===== src/rtl/lcd_pkg.sv =====
// Shared definitions for the LCD1602 refresh controller.
// Holds the HD44780 command bytes, the controller and write-engine state
// enums, the {RS, code} word type and a lookup for the init command sequence.
package lcd_pkg;

   localparam logic [7:0] CMD_FUNCSET = 8'h38;  // 8-bit bus, 2 lines, 5x8 font
   localparam logic [7:0] CMD_DISPON  = 8'h0C;  // display on, cursor off
   localparam logic [7:0] CMD_ENTRY   = 8'h06;  // auto-increment, no shift
   localparam logic [7:0] CMD_CLEAR   = 8'h01;
   localparam logic [7:0] CMD_LINE1   = 8'h80;  // DDRAM address 0x00

   localparam int unsigned NUM_INIT_CMDS = 4;

   typedef enum logic [2:0] {
      S_PWRUP,
      S_INIT,
      S_CLRWAIT,
      S_HOME,
      S_FETCH,
      S_WRITE
   } state_e;

   typedef enum logic [1:0] {
      PH_IDLE,
      PH_SETUP,
      PH_PULSE,
      PH_HOLD
   } phase_e;

   typedef struct packed {
      logic       rs;
      logic [7:0] code;
   } lcd_word_t;

   function automatic logic [7:0] init_cmd(input logic [1:0] idx);
      case (idx)
         2'd0:    return CMD_FUNCSET;
         2'd1:    return CMD_DISPON;
         2'd2:    return CMD_ENTRY;
         default: return CMD_CLEAR;
      endcase
   endfunction

endpackage


===== src/rtl/lcd_write_engine.sv =====
// Three-phase EN strobe generator for one LCD bus write.
// Ports:
//   clk, rst_n  clock and asynchronous active-low reset
//   start       request a write; honoured only while idle
//   word        {rs, code} latched on the accepted start cycle
//   busy        high from the cycle after start until the final HOLD cycle
//   done        one-cycle pulse on the final HOLD cycle
//   lcd_rs, lcd_data  latched word, held until the next accepted start
//   lcd_en      high for the PULSE phase only
module lcd_write_engine
   import lcd_pkg::*;
#(
   parameter int unsigned TICK_DIV = 50
) (
   input  logic       clk,
   input  logic       rst_n,
   input  logic       start,
   input  lcd_word_t  word,
   output logic       busy,
   output logic       done,
   output logic       lcd_rs,
   output logic       lcd_en,
   output logic [7:0] lcd_data
);

   localparam int unsigned TickW = (TICK_DIV > 1) ? $clog2(TICK_DIV) : 1;
   localparam logic [TickW-1:0] TickLast = TickW'(TICK_DIV - 1);

   phase_e           phase_q, phase_d;
   logic [TickW-1:0] cnt_q, cnt_d;
   lcd_word_t        word_q, word_d;

   logic phase_end;
   assign phase_end = (cnt_q == TickLast);

   always_comb begin
      phase_d = phase_q;
      cnt_d   = cnt_q;
      word_d  = word_q;
      done    = 1'b0;
      case (phase_q)
         PH_IDLE: begin
            if (start) begin
               word_d  = word;
               cnt_d   = '0;
               phase_d = PH_SETUP;
            end
         end
         PH_SETUP: begin
            cnt_d = phase_end ? '0 : cnt_q + TickW'(1);
            if (phase_end) phase_d = PH_PULSE;
         end
         PH_PULSE: begin
            cnt_d = phase_end ? '0 : cnt_q + TickW'(1);
            if (phase_end) phase_d = PH_HOLD;
         end
         PH_HOLD: begin
            cnt_d = phase_end ? '0 : cnt_q + TickW'(1);
            if (phase_end) begin
               done    = 1'b1;
               phase_d = PH_IDLE;
            end
         end
         default: phase_d = PH_IDLE;
      endcase
   end

   always_ff @(posedge clk or negedge rst_n) begin
      if (!rst_n) begin
         phase_q <= PH_IDLE;
         cnt_q   <= '0;
         word_q  <= '0;
      end else begin
         phase_q <= phase_d;
         cnt_q   <= cnt_d;
         word_q  <= word_d;
      end
   end

   assign busy     = (phase_q != PH_IDLE);
   assign lcd_en   = (phase_q == PH_PULSE);
   assign lcd_rs   = word_q.rs;
   assign lcd_data = word_q.code;

endmodule


===== src/rtl/lcd1602_refresh_ctrl.sv =====
// LCD1602 power-up, initialisation and continuous line-1 refresh controller.
// Ports:
//   clk, rst_n   clock and asynchronous active-low reset
//   char_in      {RS, code} from the ASCII stage for the character at char_idx
//   char_idx     index of the character being fetched, stable for a whole byte
//   lcd_rs, lcd_rw, lcd_en, lcd_data   HD44780 bus (write-only, rw tied 0)
//   init_done    sticky flag once the init sequence and clear wait have finished
//   frame_done   one-cycle pulse after the last character of each frame
module lcd1602_refresh_ctrl
   import lcd_pkg::*;
#(
   parameter int unsigned TICK_DIV    = 50,
   parameter int unsigned POWERUP_CYC = 2000000,
   parameter int unsigned CLEAR_CYC   = 100000,
   parameter int unsigned NUM_CHARS   = 16
) (
   input  logic       clk,
   input  logic       rst_n,
   input  logic [8:0] char_in,
   output logic [3:0] char_idx,
   output logic       lcd_rs,
   output logic       lcd_rw,
   output logic       lcd_en,
   output logic [7:0] lcd_data,
   output logic       init_done,
   output logic       frame_done
);

   localparam int unsigned MaxWait = (POWERUP_CYC > CLEAR_CYC) ? POWERUP_CYC : CLEAR_CYC;
   localparam int unsigned WaitW   = $clog2(MaxWait + 1);
   localparam logic [3:0]  LastIdx = 4'(NUM_CHARS - 1);
   localparam logic [1:0]  LastCmd = 2'(NUM_INIT_CMDS - 1);

   state_e           state_q, state_d;
   logic [WaitW-1:0] wait_q, wait_d;
   logic [1:0]       cmd_q, cmd_d;
   logic [3:0]       idx_q, idx_d;
   logic             init_q, init_d;
   logic             frame_q, frame_d;

   logic      wr_start, wr_busy, wr_done;
   lcd_word_t wr_word;

   always_comb begin
      state_d  = state_q;
      wait_d   = wait_q;
      cmd_d    = cmd_q;
      idx_d    = idx_q;
      init_d   = init_q;
      frame_d  = 1'b0;
      wr_start = 1'b0;
      wr_word  = '0;
      case (state_q)
         S_PWRUP: begin
            if (wait_q == WaitW'(POWERUP_CYC - 1)) begin
               wait_d  = '0;
               state_d = S_INIT;
            end else begin
               wait_d = wait_q + WaitW'(1);
            end
         end
         S_INIT: begin
            // The engine is only idle on the first cycle here and on the cycle
            // after each done, so this issues exactly one start per command.
            wr_start     = !wr_busy;
            wr_word.rs   = 1'b0;
            wr_word.code = init_cmd(cmd_q);
            if (wr_done) begin
               if (cmd_q == LastCmd) begin
                  cmd_d   = '0;
                  state_d = S_CLRWAIT;
               end else begin
                  cmd_d = cmd_q + 2'd1;
               end
            end
         end
         S_CLRWAIT: begin
            if (wait_q == WaitW'(CLEAR_CYC - 1)) begin
               wait_d  = '0;
               init_d  = 1'b1;
               state_d = S_HOME;
            end else begin
               wait_d = wait_q + WaitW'(1);
            end
         end
         S_HOME: begin
            wr_start     = !wr_busy;
            wr_word.rs   = 1'b0;
            wr_word.code = CMD_LINE1;
            idx_d        = '0;
            if (wr_done) state_d = S_FETCH;
         end
         S_FETCH: begin
            // Settling cycle for the upstream mux driven from char_idx.
            state_d = S_WRITE;
         end
         S_WRITE: begin
            wr_start = !wr_busy;
            wr_word  = lcd_word_t'(char_in);
            if (wr_done) begin
               if (idx_q == LastIdx) begin
                  frame_d = 1'b1;
                  state_d = S_HOME;
               end else begin
                  idx_d   = idx_q + 4'd1;
                  state_d = S_FETCH;
               end
            end
         end
         default: state_d = S_PWRUP;
      endcase
   end

   always_ff @(posedge clk or negedge rst_n) begin
      if (!rst_n) begin
         state_q <= S_PWRUP;
         wait_q  <= '0;
         cmd_q   <= '0;
         idx_q   <= '0;
         init_q  <= 1'b0;
         frame_q <= 1'b0;
      end else begin
         state_q <= state_d;
         wait_q  <= wait_d;
         cmd_q   <= cmd_d;
         idx_q   <= idx_d;
         init_q  <= init_d;
         frame_q <= frame_d;
      end
   end

   lcd_write_engine #(
      .TICK_DIV (TICK_DIV)
   ) u_engine (
      .clk      (clk),
      .rst_n    (rst_n),
      .start    (wr_start),
      .word     (wr_word),
      .busy     (wr_busy),
      .done     (wr_done),
      .lcd_rs   (lcd_rs),
      .lcd_en   (lcd_en),
      .lcd_data (lcd_data)
   );

   assign lcd_rw     = 1'b0;
   assign char_idx   = idx_q;
   assign init_done  = init_q;
   assign frame_done = frame_q;

endmodule


===== config.mk =====
export PLATFORM = sky130hd
export DESIGN_NAME = lcd1602_refresh_ctrl
export DESIGN_NICKNAME = d
export VERILOG_FILES = /design/src/rtl/lcd_pkg.sv /design/src/rtl/lcd_write_engine.sv /design/src/rtl/lcd1602_refresh_ctrl.sv
export SDC_FILE = /design/constraint.sdc
export NUM_CORES = 1
export LEC_CHECK = 0
export ABC_AREA = 0
export BUFFER_PORTS_ARGS = -buffer_cell sky130_fd_sc_hd__buf_2
export CORE_ASPECT_RATIO = 0.8
export CORE_MARGIN = 3
export CORE_UTILIZATION = 40
export DETAILED_ROUTE_END_ITERATION = 6
export GPL_TIMING_DRIVEN = 1
export SYNTH_ARGS = -nofsm -noshare
export SYNTH_HDL_FRONTEND = slang
export SYNTH_SLANG_ARGS = --single-unit

===== constraint.sdc =====
create_clock -name clk -period 3.5 [get_ports clk]
set_input_delay 0.7 -clock clk [delete_from_list [all_inputs] [get_ports clk]]
set_output_delay 0.7 -clock clk [all_outputs]
set_load 0.03 [all_outputs]

== Word level (Yosys, flattened, before mapping) ==
Cells that the tools add are included.
Storage, ports and cells
  register bits after elaboration: 49
  bits of input ports: 11
  output and inout bits: 17
  logic and storage cells: 86
Cells by class
  $add $sub $neg: 4
  equality and inequality tests: 26
  multiplexer cells: 31
  reduce and logical (&&, ||, !) cells: 15
Operators by type and width (count)
  $mux W21: 2
  $pmux W21 S2: 1
  $pmux W9 S3: 1
  $add A21 B1 Y21 const B: 1
  $eq A21 B17 Y1 const B: 1
  $eq A21 B21 Y1 const B: 1
  $mux W3: 7
  $pmux W3 S6: 1
  $pmux W6 S3: 1
  $ne A2 B1 Y1 const B: 7
  $mux W6: 2
  $pmux W6 S2: 1
  $mux W2: 5
  $eq A2 B2 Y1 const B: 4
  $mux W4: 2
  $ne A2 B2 Y1 const B: 4
  $pmux W2 S4: 1
  $pmux W4 S2: 1
  $add A6 B1 Y6 const B: 1
  $eq A3 B2 Y1 const B: 2
  $eq A3 B3 Y1 const B: 2
  $eq A6 B6 Y1 const B: 1
  $mux W1: 6
  $reduce_and A2 Y1: 3
  other kinds (13): 18

== Depth between registers and ports, before layout ==
  depth in word-level cells: 5
  gate-level depth with buffers: 6

== Modules after synthesis ==
Synthesis repeated with hierarchy kept, for this count alone.
Second synthesis, totals
  cells, all modules: 264
  area total of the unflattened synthesis: 2641.3 sq um
Modules (own cells, without submodules)
  lcd1602_refresh_ctrl: times used 1, cells each 196, area an instance 1814.2 sq um
  lcd_write_engine: times used 1, cells each 68, area an instance 827.0 sq um

== Worst setup path after synthesis ==
OpenSTA, ideal clock, no wires.
  path type: flip-flop to flip-flop
  from: register idx_q[0] (netlist: char_idx[0])
  to: register idx_q[2] (netlist: char_idx[2])
  library setup time: 0.124 ns
  data arrival time: 1.598 ns
  setup slack: 1.778 ns
  cell stages (with the launch flop): 5
  buffers on the path: 0
  cells stage by stage: dfrtp_1 -> ha_1 -> and4_1 -> o31a_1 -> a211o_1
Between the ends
  word-level cells in the longest chain between the ends: 4
  elaborated cells on any way between the ends: 7
  those cells by class: add/sub: 1; eq/ne: 2; mux: 3; reduce/logical: 1
RTL lines
  start, declared: line lcd1602_refresh_ctrl.sv:37  | logic [3:0] idx_q, idx_d;
  start signal, assigned: line lcd1602_refresh_ctrl.sv:126  | idx_q <= idx_d;
  $add A4 B1 Y4: line lcd1602_refresh_ctrl.sv:105  | idx_d = idx_q + 4'd1;
  $mux W4: line lcd1602_refresh_ctrl.sv:101  | if (idx_q == LastIdx) begin
  $mux W4: line lcd1602_refresh_ctrl.sv:100  | if (wr_done) begin
  $pmux W4 S2: line lcd1602_refresh_ctrl.sv:53  | case (state_q)
Parallel ways exist; a longest one is shown, timed or not. The select of a mux whose other input is x is not followed.
A chain may end at the register's enable or synchronous reset.

== Worst setup path in the final report ==
  from: register state_q[2]
  to: register wait_q[10]
Between the ends
  word-level cells in the longest chain between the ends: 2
  elaborated cells on any way between the ends: 4
  those cells by class: eq/ne: 1; mux: 1; reduce/logical: 2
RTL lines
  start, declared: line lcd1602_refresh_ctrl.sv:34  | state_e state_q, state_d;
  start signal, assigned: line lcd1602_refresh_ctrl.sv:123  | state_q <= state_d;
  $eq A3 B2 Y1 / $logic_not A3 Y1 (equally long branches): line lcd1602_refresh_ctrl.sv:53
  $pmux W21 S2 / $reduce_bool A2 Y1 (equally long branches)
  end signal, assigned: line lcd1602_refresh_ctrl.sv:124  | wait_q <= wait_d;
  end, declared: line lcd1602_refresh_ctrl.sv:35  | logic [WaitW-1:0] wait_q, wait_d;
Parallel ways exist; a longest one is shown, timed or not.

==> flow_summary.json <==
{
  "holdCritPathClass": "primary input to asynchronous set/reset pin",
  "finish.net_count": 332,
  "clkLatencyLatePin_ns": 0.31,
  "floorplan.die_area_um2": 7903,
  "critPathTopFamily": "flip-flops",
  "cts_setup_buffers": 0,
  "worst_setup_hold_path_clk_slew_ns": 0.09,
  "skew_ns": 0.007143,
  "synth.cell_area_um2": 2746,
  "num_vias": 2144,
  "cts_root_buf": "sky130_fd_sc_hd__clkbuf_8",
  "total_leakage_power_nw": 1.334,
  "critical_path.cell_chain": "nor2_1, nand4_1, a21oi_2, o21ai_0",
  "rr_startpoint": "state_q[2]",
  "ios": 28,
  "critical_path.endpoint_type": "flip-flop",
  "synth_async_sr_flop_share": 1.000,
  "total_power_mw": 0.9276,
  "worstPathArrival_ns": 2.32,
  "synth-edff-count": 0,
  "rrSetupSlack_ns": 1.35,
  "timing.hold.ws_ns": 0.4302,
  "flow.area_growth_from_synthesis_pct": 10.02,
  "synth_fp_nets": 308,
  "die_h_um": 80.12,
  "drv_cap": 0,
  "cts_made_buffers": 5,
  "viasPerCell": 5.469,
  "drv_slew": 0,
  "grt_start_max_net_pins": 31,
  "slew-limit-headroom": 0.4559,
  "setup_repair_after_global_routing_missed_its_margin": "false",
  "worstRegToRegCells": 4,
  "buffer_ports.inserted": 26,
  "insertedDiodeCount": 0,
  "outcome": "completed",
  "cp-start-kind": "flip-flop",
  "crit_required_ns": 3.67,
  "tightestPinTransition_ns": 0.8162,
  "timing.setup.critical_path_class": "flip-flop to flip-flop",
  "post_route_cell_area_um2": 3022,
  "post_route_drc_violation_count": 0,
  "yosys_warnings": 0,
  "place.gp.congestion": 0.7463,
  "place_hpwl_um": 4083,
  "period_minus_slack_ns": 2.151,
  "buffer_levels_on_the_longest_clock_path": 2,
  "postRouteWirelength_um": 5604,
  "grt_remaining_overflow": 0,
  "setup_tns_ns": 0,
  "regToRegEndpoint": "wait_q[10]",
  "max-vdd-ir-drop_mv": 0.1395,
  "placedInstanceArea_um2": 2930,
  "clock.fmax_ghz": 0.4648,
  "synthesis.instances": 283,
  "number_of_antenna_violations_at_the_first_check_in_global_routing": 0,
  "cts_tree": "done",
  "chip_width_um": 98.64,
  "max_stage_delay_ns": 0.69,
  "initial_utilization": 0.4221,
  "slowest_stage": "sky130_fd_sc_hd__dfrtp_1",
  "clock-sinks": 49,
  "drive_above_1_share": 0.1688,
  "wire_length_of_the_first_global_routing_pass_um": 9722,
  "drt_first_iter_violations": 105,
  "final_core_utilization": 0.4644,
  "cp_num_buf_inv": 0,
  "cts.repair.resized": 0,
  "wl_per_cell_um": 14.30,
  "track_usage": 0.1520,
  "synth-seq-area-share": 0.4465,
  "first_global_vias": 2040,
  "synth_ff_type": "sky130_fd_sc_hd__dfrtp_1",
  "detail_route.first_pass.iterations": 4,
  "cts.htree.levels": 2,
  "num_rows": 26,
  "yosys.cell_types.count": 56,
  "finalCritPeriodShare": 0.6147,
  "worstPathMaxFanout": 27,
  "finalHoldViolCount": 0,
  "antenna_left": 0,
  "pwr_density_cell_nw_per_um2": 307.0,
  "coreArea_um2": 6506,
  "setup-violations-final": 0,
  "ys_ff_latch": 49,
  "average_footprint_of_a_synthesized_cell_um2": 9.705,
  "hold_buffers": 0
}
==> flip-flops by register name (all words and copies together) (netlist names) <==
signal / flops
state_q: 3
init_done: 1
u_engine.phase_q: 2
char_idx: 4
wait_q: 21
cmd_q: 2
u_engine.lcd_data: 8
u_engine.lcd_rs: 1
u_engine.cnt_q: 6
frame_done: 1
==> cell usage after synthesis (5+ instances only) <==
library cell              instances  share of area
sky130_fd_sc_hd__inv_1           12          0.016
sky130_fd_sc_hd__o21ai_0         26          0.047
sky130_fd_sc_hd__nand3_1         10          0.018
sky130_fd_sc_hd__nand2_1         28          0.038
sky130_fd_sc_hd__a21oi_1         20          0.036
sky130_fd_sc_hd__and4_1           5          0.016
sky130_fd_sc_hd__ha_1            14          0.064
sky130_fd_sc_hd__xor2_1           5          0.016
sky130_fd_sc_hd__or3_1            7          0.016
sky130_fd_sc_hd__nor2_1          10          0.014
sky130_fd_sc_hd__nand4_1          9          0.020
sky130_fd_sc_hd__and2_1           5          0.011
sky130_fd_sc_hd__dfrtp_1         49           0.45
==> kinds of logic (layout without fill, tap and decap cells) <==
family | Yosys count | after routing | synth area share
flops | 49 | 49 | 0.4465
compound gates | 67 | 67 | 0.1458
mux | 8 | 8 | 0.03098
other cells | 1 | 1 | 0.001365
simple gates | 113 | 113 | 0.2451
fa+ha+maj | 14 | 14 | 0.06378
xor+xnor | 9 | 9 | 0.02870
buf+inv | 22 | 47 | 0.03781
==> placed cells by master (no fill, tap or decap), types with 5 or more instances in the layout <==
| cell | Yosys | routed |
|---|---|---|
| sky130_fd_sc_hd__a21oi_1 | 20 | 20 |
| sky130_fd_sc_hd__and2_1 | 5 | 5 |
| sky130_fd_sc_hd__and4_1 | 5 | 5 |
| sky130_fd_sc_hd__buf_2 | 4 | 26 |
| sky130_fd_sc_hd__clkbuf_8 | 0 | 5 |
| sky130_fd_sc_hd__dfrtp_1 | 49 | 49 |
| sky130_fd_sc_hd__ha_1 | 14 | 14 |
| sky130_fd_sc_hd__inv_1 | 12 | 12 |
| sky130_fd_sc_hd__nand2_1 | 28 | 28 |
| sky130_fd_sc_hd__nand3_1 | 10 | 10 |
| sky130_fd_sc_hd__nand4_1 | 9 | 9 |
| sky130_fd_sc_hd__nor2_1 | 10 | 10 |
| sky130_fd_sc_hd__o21ai_0 | 26 | 26 |
| sky130_fd_sc_hd__or3_1 | 7 | 7 |
| sky130_fd_sc_hd__xor2_1 | 5 | 5 |
==> worst max path at each step <==
stage / start / end / slack, ns / depth (start not counted)
finish: state_q[2] / wait_q[10] / 1.35 / 4
CTS: state_q[2] / wait_q[10] / 1.36 / 4
floorplan: char_idx[0] / char_idx[2] / 1.78 / 4
detailed placement: state_q[2] / wait_q[10] / 1.39 / 4
global route: state_q[2] / wait_q[10] / 1.15 / 4
global placement: state_q[2] / wait_q[10] / 1.52 / 4
==> metal layers <==
layer	GRT usage	vias to the layer above	part of all wire
met2	0.2308	47	0.43
li1	-	1071	-
met3	0.03299	6	0.041
met5	0	-	0
met1	0.2187	1020	0.52
met4	0.04366	0	0.010
==> cell type report <==
cell class,instances,area (um^2)
Sequential cell,49,1226
Tap cell,84,105.1
Timing Repair Buffer,27,137.6
Fill cell,643,3485
Clock inverter,3,22.52
Clock buffer,5,68.82
Inverter,12,45.04
Multi-Input combinational cell,212,1416
==> power breakdown <==
part	switching (mW)	internal [mW]	total [mW]
Combinational	0.0139	0.00465	0.0185
Clock	0.203	0.140	0.343
Sequential	0	0.566	0.566
==> metrics by stage <==
step                      worst slack, ns  cells
final                               1.349    392
after global routing                1.151    392
after CTS                           1.359    392
after detailed placement            1.392    384
after global placement              1.521    384
after floorplan                     1.778    283
No activity file was read; power rests on OpenSTA's default activity.
